===== src/rtl/viterbi_pkg.sv =====
`default_nettype none
// ---------------------------------------------------------------------------
// viterbi_pkg : shared Viterbi decoder defaults and width helper
// Rev 1.0
// ---------------------------------------------------------------------------
package viterbi_pkg;

  localparam int DEF_N_ACS      = 4;
  localparam int DEF_PACK       = 2;
  localparam int WD_RAM_DATA    = DEF_N_ACS * DEF_PACK;
  localparam int DEF_RAM_DEPTH  = 64;
  localparam int DEF_FIFO_DEPTH = 4;

  function automatic int clog2(input int value);
    int r;
    r = 0;
    for (int i = 0; i < 31; i++) begin
      if ((1 << i) < value) r = i + 1;
    end
    return r;
  endfunction

endpackage
`default_nettype wire


===== src/rtl/acs_survivor_packer_if.sv =====
`default_nettype none
// ---------------------------------------------------------------------------
// acs_survivor_packer_if : ACS-side survivor input and RAM-writer handshake
// Rev 1.0
// ---------------------------------------------------------------------------
interface acs_survivor_packer_if
  import viterbi_pkg::*;
#(
  parameter int N_ACS      = DEF_N_ACS,
  parameter int PACK       = DEF_PACK,
  parameter int RAM_DEPTH  = DEF_RAM_DEPTH,
  parameter int FIFO_DEPTH = DEF_FIFO_DEPTH
);

  logic                          Active;
  logic                          SurvRDY;
  logic [N_ACS-1:0]              Survivors;
  logic                          Flush;
  logic                          RamWrReq;
  logic                          RamWrAck;
  logic [N_ACS*PACK-1:0]         WrittenSurvivors;
  logic [clog2(RAM_DEPTH)-1:0]   RamWrAddr;
  logic                          WrapPulse;
  logic                          Overflow;
  logic [clog2(FIFO_DEPTH):0]    Level;

  modport master (
    input  Active, SurvRDY, Survivors, Flush, RamWrAck,
    output RamWrReq, WrittenSurvivors, RamWrAddr, WrapPulse, Overflow, Level
  );

  modport slave (
    output Active, SurvRDY, Survivors, Flush, RamWrAck,
    input  RamWrReq, WrittenSurvivors, RamWrAddr, WrapPulse, Overflow, Level
  );

endinterface
`default_nettype wire


===== src/rtl/acs_survivor_packer_fifo.sv =====
`default_nettype none
// ---------------------------------------------------------------------------
// survivor_fifo : packed-word queue, synchronous push/pop, head shown when non-empty
// Rev 1.0
// ---------------------------------------------------------------------------
module survivor_fifo
  import viterbi_pkg::*;
#(
  parameter int WIDTH = WD_RAM_DATA,
  parameter int DEPTH = DEF_FIFO_DEPTH
) (
  input  logic                   Clock1,
  input  logic                   Reset,
  input  logic                   push,
  input  logic [WIDTH-1:0]       wr_data,
  input  logic                   pop,
  output logic [WIDTH-1:0]       rd_data,
  output logic [clog2(DEPTH):0]  level,
  output logic                   full,
  output logic                   empty
);

  localparam int c_ptr_w = clog2(DEPTH);

  logic [WIDTH-1:0]   r_mem [DEPTH];
  logic [c_ptr_w-1:0] r_wr_ptr;
  logic [c_ptr_w-1:0] r_rd_ptr;
  logic [c_ptr_w:0]   r_level;
  logic               w_do_push;
  logic               w_do_pop;

  assign full      = (r_level == (c_ptr_w+1)'(DEPTH));
  assign empty     = (r_level == '0);
  assign w_do_pop  = pop & ~empty;
  // A full queue still takes a word when the head leaves in the same cycle
  assign w_do_push = push & (~full | w_do_pop);
  assign level     = r_level;
  assign rd_data   = empty ? '0 : r_mem[r_rd_ptr];

  always_ff @(posedge Clock1 or negedge Reset) begin
    if (!Reset) begin
      r_wr_ptr <= '0;
      r_rd_ptr <= '0;
      r_level  <= '0;
    end else begin
      if (w_do_push) r_wr_ptr <= r_wr_ptr + c_ptr_w'(1);
      if (w_do_pop)  r_rd_ptr <= r_rd_ptr + c_ptr_w'(1);
      case ({w_do_push, w_do_pop})
        2'b10:   r_level <= r_level + (c_ptr_w+1)'(1);
        2'b01:   r_level <= r_level - (c_ptr_w+1)'(1);
        default: r_level <= r_level;
      endcase
    end
  end

  always_ff @(posedge Clock1) begin
    if (w_do_push) r_mem[r_wr_ptr] <= wr_data;
  end

endmodule
`default_nettype wire


===== src/rtl/acs_survivor_packer.sv =====
`default_nettype none
// ---------------------------------------------------------------------------
// acs_survivor_packer : packs survivor vectors into RAM words, queues them and
//                       hands them to the RAM writer with a circular address
// Rev 1.0
// ---------------------------------------------------------------------------
module acs_survivor_packer
  import viterbi_pkg::*;
#(
  parameter int N_ACS      = DEF_N_ACS,
  parameter int PACK       = DEF_PACK,
  parameter int RAM_DEPTH  = DEF_RAM_DEPTH,
  parameter int FIFO_DEPTH = DEF_FIFO_DEPTH
) (
  input  logic                  Clock1,
  input  logic                  Reset,
  acs_survivor_packer_if.master bus
);

  localparam int c_word_w = N_ACS * PACK;
  localparam int c_slot_w = clog2(PACK);
  localparam int c_addr_w = clog2(RAM_DEPTH);
  localparam int c_lvl_w  = clog2(FIFO_DEPTH) + 1;
  localparam logic [c_slot_w-1:0] c_slot_last = c_slot_w'(PACK - 1);
  localparam logic [c_addr_w-1:0] c_addr_last = c_addr_w'(RAM_DEPTH - 1);

  logic [c_word_w-1:0] r_pack;
  logic [c_slot_w-1:0] r_slot;
  logic [c_addr_w-1:0] r_addr;
  logic                r_wrap;
  logic                r_overflow;
  logic [c_word_w-1:0] w_merged;
  logic [c_word_w-1:0] w_push_word;
  logic [c_word_w-1:0] w_head;
  logic [c_lvl_w-1:0]  w_level;
  logic                w_accept;
  logic                w_push;
  logic                w_pop;
  logic                w_full;
  logic                w_empty;

  assign w_accept = bus.Active & bus.SurvRDY;

  always_comb begin
    w_merged = r_pack;
    w_merged[r_slot*N_ACS +: N_ACS] = bus.Survivors;
  end

  // One push per cycle: a completing vector and a flush share the same word
  assign w_push      = (w_accept & (r_slot == c_slot_last)) |
                       (bus.Flush & (w_accept | (r_slot != '0)));
  assign w_push_word = w_accept ? w_merged : r_pack;
  assign w_pop       = ~w_empty & bus.RamWrAck;

  always_ff @(posedge Clock1 or negedge Reset) begin
    if (!Reset) begin
      r_pack <= '0;
      r_slot <= '0;
    end else if (w_push) begin
      r_pack <= '0;
      r_slot <= '0;
    end else if (w_accept) begin
      r_pack <= w_merged;
      r_slot <= r_slot + c_slot_w'(1);
    end
  end

  always_ff @(posedge Clock1 or negedge Reset) begin
    if (!Reset) begin
      r_addr     <= '0;
      r_wrap     <= 1'b0;
      r_overflow <= 1'b0;
    end else begin
      if (w_pop) r_addr <= r_addr + c_addr_w'(1);
      r_wrap     <= w_pop & (r_addr == c_addr_last);
      r_overflow <= r_overflow | (w_push & w_full & ~w_pop);
    end
  end

  survivor_fifo #(
    .WIDTH (c_word_w),
    .DEPTH (FIFO_DEPTH)
  ) u_fifo (
    .Clock1  (Clock1),
    .Reset   (Reset),
    .push    (w_push),
    .wr_data (w_push_word),
    .pop     (w_pop),
    .rd_data (w_head),
    .level   (w_level),
    .full    (w_full),
    .empty   (w_empty)
  );

  assign bus.RamWrReq         = ~w_empty;
  assign bus.WrittenSurvivors = w_head;
  assign bus.RamWrAddr        = r_addr;
  assign bus.WrapPulse        = r_wrap;
  assign bus.Overflow         = r_overflow;
  assign bus.Level            = w_level;

endmodule
`default_nettype wire


===== src/flat_wrapper.sv =====
// flat-port wrapper written by rule: the top's interface ports become plain ports
module acs_survivor_packer_flat import viterbi_pkg::*;
#(
  parameter int N_ACS      = DEF_N_ACS,
  parameter int PACK       = DEF_PACK,
  parameter int RAM_DEPTH  = DEF_RAM_DEPTH,
  parameter int FIFO_DEPTH = DEF_FIFO_DEPTH
)
  (Clock1, Reset, bus_Active, bus_SurvRDY, bus_Survivors, bus_Flush, bus_RamWrAck, bus_RamWrReq, bus_WrittenSurvivors, bus_RamWrAddr, bus_WrapPulse, bus_Overflow, bus_Level);
  acs_survivor_packer_if #(.N_ACS(N_ACS), .PACK(PACK), .RAM_DEPTH(RAM_DEPTH), .FIFO_DEPTH(FIFO_DEPTH)) bus_i ();
  input  logic Clock1;
  input  logic Reset;
  input wire logic [$bits(bus_i.Active)-1:0] bus_Active;
  input wire logic [$bits(bus_i.SurvRDY)-1:0] bus_SurvRDY;
  input wire logic [$bits(bus_i.Survivors)-1:0] bus_Survivors;
  input wire logic [$bits(bus_i.Flush)-1:0] bus_Flush;
  input wire logic [$bits(bus_i.RamWrAck)-1:0] bus_RamWrAck;
  output wire logic [$bits(bus_i.RamWrReq)-1:0] bus_RamWrReq;
  output wire logic [$bits(bus_i.WrittenSurvivors)-1:0] bus_WrittenSurvivors;
  output wire logic [$bits(bus_i.RamWrAddr)-1:0] bus_RamWrAddr;
  output wire logic [$bits(bus_i.WrapPulse)-1:0] bus_WrapPulse;
  output wire logic [$bits(bus_i.Overflow)-1:0] bus_Overflow;
  output wire logic [$bits(bus_i.Level)-1:0] bus_Level;
  assign bus_i.Active = bus_Active;
  assign bus_i.SurvRDY = bus_SurvRDY;
  assign bus_i.Survivors = bus_Survivors;
  assign bus_i.Flush = bus_Flush;
  assign bus_i.RamWrAck = bus_RamWrAck;
  assign bus_RamWrReq = bus_i.RamWrReq;
  assign bus_WrittenSurvivors = bus_i.WrittenSurvivors;
  assign bus_RamWrAddr = bus_i.RamWrAddr;
  assign bus_WrapPulse = bus_i.WrapPulse;
  assign bus_Overflow = bus_i.Overflow;
  assign bus_Level = bus_i.Level;
  acs_survivor_packer #(.N_ACS(N_ACS), .PACK(PACK), .RAM_DEPTH(RAM_DEPTH), .FIFO_DEPTH(FIFO_DEPTH)) u_core (.Clock1(Clock1), .Reset(Reset), .bus(bus_i));
endmodule

===== config.mk =====
export PLATFORM = sky130hd
export DESIGN_NAME = acs_survivor_packer_flat
export DESIGN_NICKNAME = d
export VERILOG_FILES = /design/src/rtl/viterbi_pkg.sv /design/src/rtl/acs_survivor_packer_if.sv /design/src/rtl/acs_survivor_packer_fifo.sv /design/src/rtl/acs_survivor_packer.sv /design/src/flat_wrapper.sv
export SDC_FILE = /design/constraint.sdc
export NUM_CORES = 1
export LEC_CHECK = 0
export CAP_MARGIN = 20
export CORE_MARGIN = 1.5
export CORE_UTILIZATION = 23
export CTS_CLUSTER_SIZE = 10
export DETAILED_ROUTE_END_ITERATION = 8
export PLACE_DENSITY = 0.4
export SLEW_MARGIN = 5
export SYNTH_ARGS = -nofsm -noshare
export SYNTH_HDL_FRONTEND = slang
export SYNTH_SLANG_ARGS = --single-unit

===== constraint.sdc =====
create_clock -name Clock1 -period 1.79 [get_ports Clock1]
set_input_delay 0.179 -clock Clock1 [delete_from_list [all_inputs] [get_ports Clock1]]
set_output_delay 0.179 -clock Clock1 [all_outputs]
set_load 0.01 [all_outputs]

==> results of run 1 <==
-- sequential cells by signal (all words and copies together), names as in the netlist --
signal / flops
u_core.bus.WrapPulse: 1
u_core.r_slot: 1
u_core.u_fifo.r_rd_ptr: 2
u_core.r_pack: 8
u_core.bus.RamWrAddr: 6
u_core.bus.Overflow: 1
u_core.u_fifo.level: 3
u_core.u_fifo.r_wr_ptr: 2
u_core.u_fifo.r_mem: 32
-- through the flow --
| stage | instance area [um^2] | hold slack, ps | TNS, ps | instances | setup slack [ps] |
|---|---|---|---|---|---|
| after detailed placement | 3194 | 484.3 | -8228 | 351 | -335.1 |
| final | 3337 | 225.0 | -791.3 | 363 | -105.9 |
| after global routing | 3337 | 245.0 | -1475 | 363 | -184.7 |
| after CTS | 3314 | 231.1 | -1058 | 363 | -139.2 |
| after floorplan | 2464 | -116.6 | -137.0 | 159 | -137.0 |
| after global placement | 3194 | 485.9 | -7414 | 351 | -258.2 |
-- cell type report --
cell class / instances / area, um^2
Timing Repair Buffer: 64 / 596.8
Inverter: 6 / 22.52
Sequential cell: 56 / 1564
Fill cell: 1037 / 6987
Tap cell: 136 / 170.2
Clock buffer: 5 / 68.82
Multi-Input combinational cell: 93 / 887.1
Clock inverter: 3 / 27.53
-- Yosys cell counts, types with 4 or more instances --
master,number
mux2_4,4
nand2_1,8
a21oi_1,5
mux4_2,8
and2_1,4
edfxtp_1,32
xnor2_1,7
mux2_2,4
ha_1,5
nor2b_1,9
xor2_1,4
inv_1,6
nand3_1,4
dfrtp_1,24
and2b_1,6
-- repair_timing --
item                                    4_1_cts  5_1_grt
setup buffers                                 4        0
gates cloned                                  0        0
endpoints found under the setup margin       10       20
resized for setup                            38        4
-- metal layers --
metal / up-vias / wire length [um] / track usage
met5: - / 0 / 0
met4: 0 / 31 / 0.02317
met3: 5 / 238 / 0.02636
met2: 34 / 2372 / 0.1650
met1: 692 / 2581 / 0.1325
li1: 710 / - / -
-- cell families after synthesis --
kind of cell    share of synthesized area
compound gates                    0.05457
xor+xnor                          0.03926
fa+ha+maj                         0.03366
buf+inv                           0.01682
flops                              0.6364
mux                                0.1163
simple gates                       0.1030
-- report_power, final --
group | leakage [uW] | internal, uW | switching [uW]
Clock | 0.0000463 | 288 | 442
Combinational | 0.000704 | 1220 | 868
Sequential | 0.000594 | 1630 | 210
-- worst max-delay path, cell delays in order (launching register included) --
cell,delay [ps]
dfrtp_1,400
buf_12,120
buf_12,120
mux4_2,480
and2b_1,160
buf_2,130
-- worst max path at each step --
| stage | cells past startpoint | slack [ps] | to |
|---|---|---|---|
| after global routing | 5 | -180 | bus_WrittenSurvivors[2] |
| after CTS | 5 | -140 | bus_WrittenSurvivors[2] |
| after floorplan | 8 | -140 | u_core.u_fifo.level[1] |
| after global placement | 8 | -260 | u_core.u_fifo.level[1] |
| after detailed placement | 8 | -340 | u_core.u_fifo.level[1] |
| final | 5 | -110 | bus_WrittenSurvivors[1] |
==> results.ini, run 1 <==
[drt]
drt_iter0_markers=29
route.detailed.drc=0
dr.pass1.iters=3
via_per_inst=3.970
wl_per_cell_um=14.39
wl_um=5223
ant_nets=0
num_vias=1441

[power_and_ir_drop]
power.leakage_uw=0.001344
powerDensity_mw_per_mm2=1394
finalPower_uw=4652
peakVddDrop_mv=0.5371

[clock_network]
cts_max_path_buffers=2
worstSkewPairLatency_ps=310
cts_tree=done
hold_buffers=0
cts_buffers=5
clkTransAtPathRegs_ps=100
cts_root_buf=clkbuf_8
cts_max_level=2
cts_sinks=56

[global_routing]
grt_max_degree=25
antenna_found_initial=0
grt_pass1_wl_um=8604
grt_pass1_vias=1613
grt_usage=0.1005
overflow=0

[yosys]
synthesis.area_mm2=0.002454
ys.flop_type=edfxtp_1
syn_nets=175
synth_edf_count=32
synth.distinct_cells=37
synth_seq_area_share=0.6364
synth.area.top_cells=edfxtp_1 39%, dfrtp_1 24%, mux4_2 7.3%
postSynthCellCount=159
ys_seq_elements=56
yosys.area.top_type=edfxtp_1
avgSynthCellArea_um2=15.43
synth_top_area_share=0.3916
ys_async_sr_fraction=0.4286
synth_warnings=0

[timing]
maxSlewHeadroom=0.7650
worst_pin_slew_ps=352.5
fin_ws_ps=-105.9
hold_viol=0
skew_ps=3.807
fmax_ghz=0.5275
finalSetupViolations=9
rsz0062_at_grt=yes
fin_crit_ps=1896
slew_violations=0
fin_crit_sh=1.059

[floorplan]
rows=37
ioPinCount=30
initial_utilization=0.2377
dieArea_mm2=0.01130
die_h_um=106.3
die_w_um=106.3
coreArea_mm2=0.01032

[worst_setup_path]
worstPathRequired_ps=1610
rr_endpoint=u_core.u_fifo.level[1]
r2r_cells=7
endpoint_kind=output port
crit_start=u_core.u_fifo.r_rd_ptr[0]
cp_max_fo=6
worstSetupPathType=reg -> out
critPathLaunchType=flop
r2r_start=u_core.r_slot
cp.arrival_ps=1720
r2r_slack_ps=-30

[run_status]
violations=setup timing
outcome=finished with violations

[layout]
final_nets=242
layout_common_cells=32 x edfxtp_1, 28 x buf_4, 22 x dfrtp_1
final_common_cell=edfxtp_1
diodes=0
drive_above_1_share=0.3392
syn_to_final_growth_pct=36.00
fin_util=0.3232

[hold_path]
hp-class=in -> async

[placed_design]
io_buffer_count=29
place_congestion=0.7282
hpwl_um=3714

[run]
maxCapViolCount=0

(Power assumes the default switching activity.)
==> inputs of run 2 (changes only) <==
--- a/config.mk
+++ b/config.mk
@@ -7,10 +7,10 @@
 export LEC_CHECK = 0
 export CAP_MARGIN = 20
 export CORE_MARGIN = 1.5
-export CORE_UTILIZATION = 23
+export CORE_UTILIZATION = 40
 export CTS_CLUSTER_SIZE = 10
 export DETAILED_ROUTE_END_ITERATION = 8
-export PLACE_DENSITY = 0.4
+export PLACE_DENSITY = 0.62
 export SLEW_MARGIN = 5
 export SYNTH_ARGS = -nofsm -noshare
 export SYNTH_HDL_FRONTEND = slang
==> run 2 against run 1 <==
- the flow still finishes with violations (setup timing)
- wire length shrank 11%
- sequential share of layout area grew 1.8 points
- via count grew 4.6%
- total power shrank 2.0%
- hold slack lost 7.0 ps
- worst setup slack lost 1.3 ps
- combinational power shrank 4%
- non-clock buffer count shrank 1
- sequential power is essentially flat
- count of clock-buffer cells in the layout is the same
- critical path type unchanged
==> results.ini, run 2 (synthesized netlist as in run 1, its figures left out) <==
[drt]
wl_per_cell_um=15.39
ant_nets=0
via_per_inst=5.010
wl_um=4631
route.detailed.drc=0
num_vias=1508
drt_iter0_markers=64
dr.pass1.iters=4

[clock_network]
cts_tree=done
cts_max_level=2
worstSkewPairLatency_ps=310
clkTransAtPathRegs_ps=110
cts_sinks=56
cts_buffers=5
cts_max_path_buffers=2
cts_root_buf=clkbuf_8

[global_routing]
overflow=0
grt_pass1_vias=1537
antenna_found_initial=0
grt_max_degree=25
grt_pass1_wl_um=7603
grt_usage=0.1570

[timing]
fin_crit_sh=1.060
rsz0062_at_grt=yes
hold_viol=0
fmax_ghz=0.5271
skew_ps=10.93
worst_pin_slew_ps=329.8
fin_crit_ps=1897
finalSetupViolations=9
fin_ws_ps=-107.2
slew_violations=0
maxSlewHeadroom=0.7796

[layout]
layout_common_cells=32 x edfxtp_1, 28 x buf_4, 20 x clkdlybuf4s50_1, 20 x dfrtp_1, 9 x nor2b_1
drive_above_1_share=0.3496
fin_util=0.5442
final_common_cell=edfxtp_1
final_cells=301
regMostFlops=u_core.u_fifo.r_mem
largest_reg_flops=32
diodes=0
syn_to_final_growth_pct=31.31
final_nets=241

[floorplan]
die_h_um=81.32
initial_utilization=0.4144
die_w_um=81.32
rows=28
ioPinCount=30
dieArea_mm2=0.006613
coreArea_mm2=0.005921

[placed_design]
io_buffer_count=29
placed_cells=285
hpwl_um=3408
place_congestion=0.8246

[power_and_ir_drop]
p_switching_uw=1466
clockPowerShare=0.153
power.leakage_uw=0.001324
p_sw_frac=0.3217
peakVddDrop_mv=0.9742
power_frac_comb=0.438
intPower_uw=3091
pwr-share-seq=0.410
powerDensity_mw_per_mm2=1415

[run_status]
violations=setup timing
outcome=finished with violations

[worst_setup_path]
worstSetupPathType=reg -> out
critPathLaunchType=flop
cp.arrival_ps=1720
endpoint_kind=output port
r2r_slack_ps=-40
cp_max_fo=5
worstPathRequired_ps=1610

[hold_path]
hp-class=in -> async

[run]
maxCapViolCount=0

[run 2: repair_timing]
action	CTS	global route
setup buffers	7	1
hold buffers	0	0
pin swaps	0	2
gates resized for setup	37	4
setup endpoints to repair	10	12
[run 2: stage by stage]
| step | setup slack (ps) | total power [uW] | area (um^2) | TNS, ps | hold slack [ps] |
|---|---|---|---|---|---|
| finish | -107.2 | 4558 | 3222 | -763.7 | 217.9 |
| global route | -189.1 | 4860 | 3222 | -1445 | 254.5 |
| CTS | -123.5 | 4568 | 3203 | -888.2 | 233.4 |
| detailed placement | -375.2 | 3829 | 3068 | -4446 | 477.0 |
| global placement | -248.8 | 3728 | 3068 | -2615 | 450.0 |
| floorplan | -137.0 | 2857 | 2464 | -137.0 | -116.6 |
[run 2: power groups by stage]
stage                     combinational (uW)  sequential (uW)  clock, uW
final                                   1990             1870        696
after global placement                  1860             1870          0
after global routing                    2200             1900        759
after floorplan                         1010             1850          0
after CTS                               1980             1870        718
after detailed placement                1930             1890          0
[run 2: worst paths after layout]
| check | startpoint | end | cells after the start |
|---|---|---|---|
| worst max-delay path | u_core.u_fifo.r_rd_ptr[0] | bus_WrittenSurvivors[5] | 5 |
| worst min-delay path | Reset | u_core.r_pack[3] | 2 |
| worst max register to register | u_core.r_slot | u_core.u_fifo.level[1] | 7 |
| worst min register to register | u_core.bus.Overflow | u_core.bus.Overflow | 1 |
| max in group asynchronous | Reset | u_core.u_fifo.r_rd_ptr[1] | 2 |
| min in group Clock1 | u_core.bus.Overflow | u_core.bus.Overflow | 1 |
[run 2: routing by layer]
layer,up-vias,wire (um),track usage
met4,0,68,0.05000
met2,32,2408,0.2736
met3,6,135,0.02697
li1,710,-,-
met5,-,0,0
met1,760,2019,0.1978
[run 2: worst max-delay path, cell delays in order (launching register included)]
cell,delay [ps]
dfrtp_1,400
buf_12,130
buf_6,100
mux4_2,480
and2b_1,170
buf_2,130
[run 2: cell type report]
class | count | area (um^2)
Timing Repair Buffer | 63 | 574.3
Sequential cell | 56 | 1567
Tap cell | 75 | 93.84
Inverter | 6 | 22.52
Multi-Input combinational cell | 93 | 869.6
Fill cell | 498 | 2699
Clock buffer | 5 | 68.82
Clock inverter | 3 | 26.28
